$ cat src/rtl/muldiv_seq.sv
// Iterative unsigned multiply (shift-add) and divide/modulus (restoring)
// unit. Results land in hi/lo after WIDTH iterations; start/busy/done handshake.
module muldiv_seq #(
    parameter int WIDTH = 8
) (
    input  logic             clk,
    input  logic             reset,
    input  logic             start,
    input  logic             op,
    input  logic [WIDTH-1:0] a,
    input  logic [WIDTH-1:0] b,
    output logic             busy,
    output logic             done,
    output logic [WIDTH-1:0] hi,
    output logic [WIDTH-1:0] lo,
    output logic             div_by_zero
);

    localparam int CW = $clog2(WIDTH) + 1;
    localparam logic [CW-1:0] LAST = CW'(WIDTH - 1);

    typedef enum logic [1:0] {
        S_IDLE,
        S_RUN,
        S_DONE
    } state_t;

    state_t state, state_n;

    logic [CW-1:0]      cnt;
    logic               op_r;
    logic [WIDTH-1:0]   mcand;
    logic [2*WIDTH-1:0] acc;
    logic [WIDTH-1:0]   divisor;
    logic [WIDTH:0]     rem;
    logic [WIDTH-1:0]   quo;

    logic               accept;
    logic               last;

    logic [WIDTH:0]     mul_sum;
    logic [2*WIDTH-1:0] acc_n;
    logic [WIDTH:0]     rem_s;
    logic [WIDTH+1:0]   diff;
    logic [WIDTH:0]     rem_n;
    logic [WIDTH-1:0]   quo_n;

    // State register
    always_ff @(posedge clk) begin
        if (reset) state <= S_IDLE;
        else       state <= state_n;
    end

    // Next-state logic and handshake outputs
    always_comb begin
        state_n = state;
        busy    = 1'b0;
        done    = 1'b0;
        accept  = 1'b0;
        last    = (cnt == LAST);
        case (state)
            S_IDLE: begin
                if (start) begin
                    accept  = 1'b1;
                    state_n = S_RUN;
                end
            end
            S_RUN: begin
                busy = 1'b1;
                if (last) state_n = S_DONE;
            end
            S_DONE: begin
                done = 1'b1;
                if (start) begin
                    accept  = 1'b1;
                    state_n = S_RUN;
                end else begin
                    state_n = S_IDLE;
                end
            end
            default: state_n = S_IDLE;
        endcase
    end

    // One multiply step and one restoring-divide step from current working state
    always_comb begin
        // Upper-half add is W+1 bits so the carry survives the right shift
        mul_sum = acc[0] ? ({1'b0, acc[2*WIDTH-1:WIDTH]} + {1'b0, mcand})
                         : {1'b0, acc[2*WIDTH-1:WIDTH]};
        acc_n   = {mul_sum, acc[WIDTH-1:1]};

        rem_s   = {rem[WIDTH-1:0], quo[WIDTH-1]};
        diff    = {1'b0, rem_s} - {2'b00, divisor};
        if (!diff[WIDTH+1]) begin
            rem_n = diff[WIDTH:0];
            quo_n = {quo[WIDTH-2:0], 1'b1};
        end else begin
            rem_n = rem_s;
            quo_n = {quo[WIDTH-2:0], 1'b0};
        end
    end

    // Operand capture, iteration and result registers
    always_ff @(posedge clk) begin
        if (reset) begin
            cnt         <= '0;
            op_r        <= 1'b0;
            mcand       <= '0;
            acc         <= '0;
            divisor     <= '0;
            rem         <= '0;
            quo         <= '0;
            hi          <= '0;
            lo          <= '0;
            div_by_zero <= 1'b0;
        end else if (accept) begin
            cnt         <= '0;
            op_r        <= op;
            mcand       <= a;
            acc         <= {{WIDTH{1'b0}}, b};
            divisor     <= b;
            rem         <= '0;
            quo         <= a;
            div_by_zero <= 1'b0;
        end else if (state == S_RUN) begin
            cnt <= cnt + 1'b1;
            if (op_r) begin
                rem <= rem_n;
                quo <= quo_n;
            end else begin
                acc <= acc_n;
            end
            if (last) begin
                if (op_r) begin
                    hi          <= rem_n[WIDTH-1:0];
                    lo          <= quo_n;
                    div_by_zero <= (divisor == '0);
                end else begin
                    hi <= acc_n[2*WIDTH-1:WIDTH];
                    lo <= acc_n[WIDTH-1:0];
                end
            end
        end
    end

endmodule
$ cat config.mk
export PLATFORM = sky130hd
export DESIGN_NAME = muldiv_seq
export DESIGN_NICKNAME = d
export VERILOG_FILES = /design/src/rtl/muldiv_seq.sv
export SDC_FILE = /design/constraint.sdc
export NUM_CORES = 1
export LEC_CHECK = 0
export BUFFER_PORTS_ARGS = -buffer_cell sky130_fd_sc_hd__buf_4
export CORE_AREA = 5 5 97 99
export DETAILED_ROUTE_END_ITERATION = 12
export DIE_AREA = 0 0 102 104
export GPL_TIMING_DRIVEN = 0
export SETUP_SLACK_MARGIN = 0.1
export SLEW_MARGIN = 5
export SYNTH_ARGS = -nofsm -noshare
export SYNTH_HDL_FRONTEND = slang
export SYNTH_SLANG_ARGS = --single-unit
$ cat constraint.sdc
create_clock -name clk -period 2.6 [get_ports clk]
set_input_delay 0 -clock clk [delete_from_list [all_inputs] [get_ports clk]]
set_output_delay 0 -clock clk [all_outputs]
set_load 0.02 [all_outputs]
==> metrics.yaml, run 1 <==
logic_synthesis:
  synth_top_flop_cell: "dfxtp_1"
  yosys_warnings: 0
  synth.area.top_cells: "dfxtp_1, nand2_1, nor2_1"
  synth_compound_area_share_pct: 18.84
  netlist_instances: 467
  synth_xor_area_share_pct: 2.131
  synth-edff-count: 0
  syn_nets: 506
  synth_adder_area_share_pct: 6.834
  synth_seq_area_share_pct: 38.97
  syn-mean-instance-area_um2: 7.920
  synth-async-reset-ratio_pct: 0
  synth.largest_area_cell: "dfxtp_1"
  yosysUniqueCellTypes: 52
  yosys.cell_count.top_type: "nand2_1"
  largest_family_of_logic_cells_by_synthesized_area: "simple AND/OR/NAND/NOR gates"
  synth_mux_area_share_pct: 4.601
  netlist.area_leader.share_pct: 38.97
  synth_common_cells: "nand2_1, dfxtp_1, nor2_1"
  post_synth_and_or_nand_nor_area_fraction_pct: 24.12
  ys_seq_elements: 72
  cell_area_after_technology_mapping_um2: 3699
layout:
  area_growth_pct: 22.09
  final_layout_size_suffix_gt1_share_pct: 15.37
  nNetsFinal: 574
  num-fill-cells: 824
  post_layout_nonfiller_instances: 648
  antenna-diode-count: 0
drt:
  routed-via-count: 3507
  drc: 0
  drt-met1-wl_um: 4855
  highest_metal_layer_with_signal_wires: "met4"
  wl_met2_um: 5009
  detailedRoute.firstPassIterationCount: 5
  vias_per_cell: 5.412
  totalWireLength_um: 10450
  wl_met3_um: 372
  dr.first_iter.drc_count: 143
  drtAntennaViolNets: 0
  wl_per_cell_um: 16.13
clock_tree:
  clock-root-buffer: "clkbuf_8"
  clk_path_buf_depth: 2
  clkSlewWorstSetupHoldPaths_ps: 90
  cts_htree_levels: 3
  cts.sinks: 72
  clock_tree_from_tritoncts: "yes"
  clkLatencyLatePin_ps: 360
  tritoncts.num_buffers: 9
die:
  floorplan.die.width_um: 102
  core-area_um2: 8466
  io-pin-count: 39
  die_h_um: 104
  num_rows: 34
  initial_utilization_pct: 43.69
  die_area_um2: 10610
power_and_ir_drop:
  worst_supply_voltage_drop_on_vdd_mv: 0.2919
  cellPowerDensity_nw_per_um2: 535.7
  p_leak_nw: 1.795
  total_power_mw: 2.419
place:
  numPortBuffers: 38
  numPlacedInstances: 613
  gp_congestion: 0.8612
  place_worst_setup_slack_ps: 6.586
  hpwlAfterDp_um: 7803
worst_setup_path:
  setup.reg_to_reg.worst_slack_ps: 230
  cp-start-kind: "flop"
  critPathCaptureType: "flop"
  cp_data_arrival_time_ps: 2590
  criticalPathCategory: "flop to flop"
  cp.required_ps: 2820
  cp_max_fo: 8
worst_hold_path:
  hp-class: "input pin to flop"
timing:
  timing_worst_slew_pin_value_ps: 676.7
  timing_hold_violations_final: 0
  setup-tns-final_ps: 0
  setup-violations-final: 0
  finalCritPeriodShare_pct: 91.22
  final_critical_path_setup_slack_ps: 228.4
  slew_headroom_pct: 54.72
  finalMaxSlewViolations: 0
  holdWs_ps: 154.8
  final.setup_skew_ps: 13.25
  final_period_demand_of_the_worst_path_ps: 2372
  maxClockFrequency_mhz: 421.6
  rsz0062_at_grt: "no"
global_routing:
  wire_length_of_the_first_global_routing_pass_um: 16880
  maximum_number_of_pins_on_one_net_before_global_route_repair: 15
  overflow_left_after_global_routing: 0
  grt_pass1_vias: 3425
  grt_antenna_before_repair: 0
  grt_util_all_layers_pct: 20.24
outcome:
  result_of_the_run: "completed"
job:
  cap_viol_max_count: 0
-- state kept, by name, summed over array words and instances, names as in the netlist --
register and cells:
cnt 4, lo 8, acc 16, hi 8, op_r 1, state 2
quo 8, divisor 8, div_by_zero 1, rem 8, mcand 8
-- layout make-up --
type	instances	area, um^2	share of cell area [%]
multi-input cells	353	2125	47.05
repair buffers	57	470.5	10.42
flip-flops and latches	72	1441	31.92
clock inverters	6	50.05	1.108
plain buffers	27	110.1	2.438
clock buffers	10	127.6	2.826
well taps	108	135.1	2.993
inverters	15	56.30	1.247
-- worst max-delay path: stages, from the launching register on --
cell and delay, ps:
dfxtp_1 360, inv_1 60, ha_1 340, a21oi_1 310, a211oi_2 150, nor2_4 220
mux2_2 390, a222oi_1 340, nor2_1 70
-- repair_timing --
item                                    4_1_cts  5_1_grt
hold buffers                                 17        0
hold endpoints to repair                     31        0
cloned                                        0        0
gates resized for setup                       2        5
pin swaps                                     0        2
endpoints found under the setup margin        4        4
setup buffers                                 0        2
-- placed cells by master (no fill, tap or decap), types with 4 or more instances in the layout --
| cell type | Yosys | final |
|---|---|---|
| clkbuf_8 | 0 | 9 |
| inv_1 | 15 | 15 |
| buf_2 | 7 | 7 |
| a21oi_1 | 38 | 36 |
| o31ai_1 | 4 | 4 |
| xnor2_1 | 5 | 5 |
| nand2_1 | 85 | 85 |
| mux2_2 | 8 | 8 |
| nor3_1 | 13 | 13 |
| ha_1 | 17 | 16 |
| o21a_1 | 6 | 6 |
| nor2b_1 | 10 | 10 |
| nor2_1 | 66 | 66 |
| nand3_1 | 7 | 7 |
| dfxtp_1 | 72 | 72 |
| o21ai_0 | 14 | 14 |
| a31oi_1 | 11 | 11 |
| dlygate4sd3_1 | 0 | 17 |
| mux2i_1 | 8 | 8 |
| xor2_1 | 4 | 4 |
| buf_4 | 0 | 40 |
| a311oi_1 | 8 | 8 |
| clkbuf_1 | 19 | 20 |
-- report_power, final --
| group | internal, mW | switching [mW] |
|---|---|---|
| clock | 0.358 | 0.466 |
| combinational | 0.178 | 0.236 |
| sequential | 1.15 | 0.0350 |
| total | 1.68 | 0.737 |
-- cell families after synthesis --
group	Yosys count
AND/OR/NAND/NOR	203
AO/OA/AOI/OAI	106
flip-flops	72
buffers and inverters	42
adder cells (fa/ha/maj)	19
multiplexers	16
XOR/XNOR	9
-- metrics by stage --
step	utilization (%)	area, um^2
floorplan	-	3699
global placement	48.66	4119
detailed placement	48.66	4119
finish	53.34	4516
CTS	52.87	4476
global route	53.34	4516
-- path summary, 6_finish.rpt --
path,from,end,depth (start not counted)
hold reg to reg,mcand[0],mcand[0],2
setup / recovery,divisor[2],hi[3],8
setup reg to reg,divisor[2],hi[3],8
hold / removal,start,quo[7],5
-- per-layer routing --
metal  global-route usage, %  vias up
li1                        -     1767
met4                   6.935        0
met5                       0        -
met2                   33.10       57
met3                   3.555       14
met1                   26.57     1669
(Power assumes the default switching activity.)
==> inputs of run 2 (changes only) <==
--- a/config.mk
+++ b/config.mk
@@ -6,11 +6,15 @@
 export NUM_CORES = 1
 export LEC_CHECK = 0
 export BUFFER_PORTS_ARGS = -buffer_cell sky130_fd_sc_hd__buf_4
-export CORE_AREA = 5 5 97 99
+export CELL_PAD_IN_SITES_DETAIL_PLACEMENT = 1
+export CELL_PAD_IN_SITES_GLOBAL_PLACEMENT = 2
+export CORE_AREA = 5 5 109 111
 export DETAILED_ROUTE_END_ITERATION = 12
-export DIE_AREA = 0 0 102 104
+export DIE_AREA = 0 0 114 116
 export GPL_TIMING_DRIVEN = 0
+export PLACE_DENSITY_LB_ADDON = 0.1
 export SETUP_SLACK_MARGIN = 0.1
+export SKIP_CTS_REPAIR_TIMING = 1
 export SLEW_MARGIN = 5
 export SYNTH_ARGS = -nofsm -noshare
 export SYNTH_HDL_FRONTEND = slang
==> run 2 against run 1 <==
Combinational power is 5.1% higher. Register-to-register slack worse by 20 ps. Worst setup slack worse by 17 ps. Critical endpoint is now hi[6]. Largest cell class unchanged. Highest routed layer unchanged.
==> metrics.yaml, run 2 (same netlist as run 1, synthesis figures left out) <==
clock_tree:
  clkSlewWorstSetupHoldPaths_ps: 80
  clk_path_buf_depth: 2
  clkLatencyLatePin_ps: 360
  cts.sinks: 72
  clock-root-buffer: "clkbuf_8"
  clock_tree_from_tritoncts: "yes"
  cts_htree_levels: 3
  tritoncts.num_buffers: 9
timing:
  finalCritPeriodShare_pct: 91.87
  final_period_demand_of_the_worst_path_ps: 2389
  rsz0062_at_grt: "no"
  finalMaxSlewViolations: 0
  timing_hold_violations_final: 0
  setup-violations-final: 0
  final.setup_skew_ps: 10.12
  timing_worst_slew_pin_value_ps: 658.0
  slew_headroom_pct: 55.97
  holdWs_ps: 160.5
  maxClockFrequency_mhz: 418.7
layout:
  finish.utilization_pct: 42.77
  layout.cells.most_common: "nand2_1"
  regMostFlops: "acc"
  largest_reg_flops: 16
  final_layout_size_suffix_gt1_share_pct: 15.87
  layout.cell_area.non_filler_um2: 4576
  antenna-diode-count: 0
  final_cell_mix: "nand2_1, dfxtp_1, nor2_1, buf_4, a21oi_1"
  area_growth_pct: 23.71
  nNetsFinal: 576
  post_layout_nonfiller_instances: 682
worst_setup_path:
  cp.required_ps: 2900
  setup.reg_to_reg.worst_slack_ps: 210
  criticalPathCategory: "flop to flop"
  regToRegStartpoint: "quo[7]"
  cp-start-kind: "flop"
  reg2reg_depth: 10
  cp_data_arrival_time_ps: 2690
  reg_to_reg_critical_path_endpoint: "hi[6]"
  critPathCaptureType: "flop"
  cp_max_fo: 3
drt:
  drt-met1-wl_um: 5703
  dr.first_iter.drc_count: 142
  routed-via-count: 3519
  wl_met2_um: 5857
  drc: 0
  wl_per_cell_um: 17.66
  highest_metal_layer_with_signal_wires: "met4"
  detailedRoute.firstPassIterationCount: 4
  drtAntennaViolNets: 0
  vias_per_cell: 5.160
  wl_met3_um: 373
  totalWireLength_um: 12050
power_and_ir_drop:
  p_leak_nw: 1.816
  worst_supply_voltage_drop_on_vdd_mv: 0.2309
  total_power_mw: 2.464
  cellPowerDensity_nw_per_um2: 538.5
  net-switching-power_mw: 0.7360
  switching_share_pct: 29.87
  p_comb_share_pct: 17.7
  power.share.clock_pct: 34.4
  internal_power_mw: 1.728
  power.share.sequential_pct: 47.9
die:
  die_area_um2: 13220
  io-pin-count: 39
  num_rows: 38
  die_h_um: 116
  initial_utilization_pct: 34.57
  core-area_um2: 10700
  floorplan.die.width_um: 114
worst_hold_path:
  worstHoldEndpoint: "acc[14]"
  hp-class: "input pin to flop"
  hold_path_depth: 4
  min-delay-start: "reset"
job:
  cap_viol_max_count: 0
place:
  area_after_detailed_placement_um2: 4159
  gp_congestion: 0.7663
  numPlacedInstances: 645
  hpwlAfterDp_um: 9118
  numPortBuffers: 38
global_routing:
  maximum_number_of_pins_on_one_net_before_global_route_repair: 13
  grt_antenna_before_repair: 0
  wire_length_of_the_first_global_routing_pass_um: 18980
  grt_pass1_vias: 3555
  overflow_left_after_global_routing: 0
  grt_util_all_layers_pct: 18.50
outcome:
  result_of_the_run: "completed"
-- run 2: changes by cell type in the layout (fill, tap and decap cells not counted), sizes merged --
cell      change
buf           +2
clkbuf        +1
clkinv        +3
clkinvlp      -1
inv           -3
-- run 2: critical path: stages, from the launching register on --
cell and delay [ps]:
dfxtp_1 330, inv_1 80, ha_1 160, inv_1 50
fa_1 410, a211o_1 320, a2111oi_0 400, nand3b_1 180
mux2i_1 110, nor3_1 170, a221o_1 140
-- run 2: area by class of cell --
class / count / area (um^2)
sequential: 72 / 1441
buffer: 27 / 110.1
inverter: 15 / 56.30
tap: 140 / 175.2
timing repair buffer: 59 / 485.5
clock inverter: 5 / 31.28
multi-input combinational: 353 / 2125
clock buffer: 11 / 151.4
fill: 1336 / 6122
-- run 2: worst max path at each step --
| stage | slack [ps] | startpoint | to |
|---|---|---|---|
| 2_1_floorplan | 300 | divisor[6] | hi[3] |
| 3_3_place_gp | 2 | divisor[6] | hi[3] |
| 3_5_place_dp | -40 | divisor[6] | hi[3] |
| 4_1_cts | -60 | divisor[6] | hi[3] |
| 5_1_grt | 90 | divisor[6] | hi[3] |
| 6_report | 210 | quo[7] | hi[6] |
-- run 2: power groups by stage --
| stage | logic [mW] | clock network (mW) | registers [mW] |
|---|---|---|---|
| after global routing | 0.483 | 0.924 | 1.19 |
| final | 0.436 | 0.847 | 1.18 |
| after CTS | 0.391 | 0.876 | 1.18 |
| after detailed placement | 0.388 | 0 | 1.21 |
| after floorplan | 0.270 | 0 | 1.19 |
| after global placement | 0.381 | 0 | 1.21 |
-- run 2: per-layer routing --
layer	vias to the layer above	track usage [%]
met1	1696	24.47
met2	49	30.76
li1	1767	-
met3	7	3.290
met4	0	5.859
met5	-	0
-- run 2: stage by stage --
step | worst slack (ps) | TNS, ps
global route | 91.45 | 0
global placement | 2.011 | 0
finish | 211.4 | 0
detailed placement | -36.83 | -41.94
floorplan | 297.4 | 0
CTS | -63.19 | -94.64
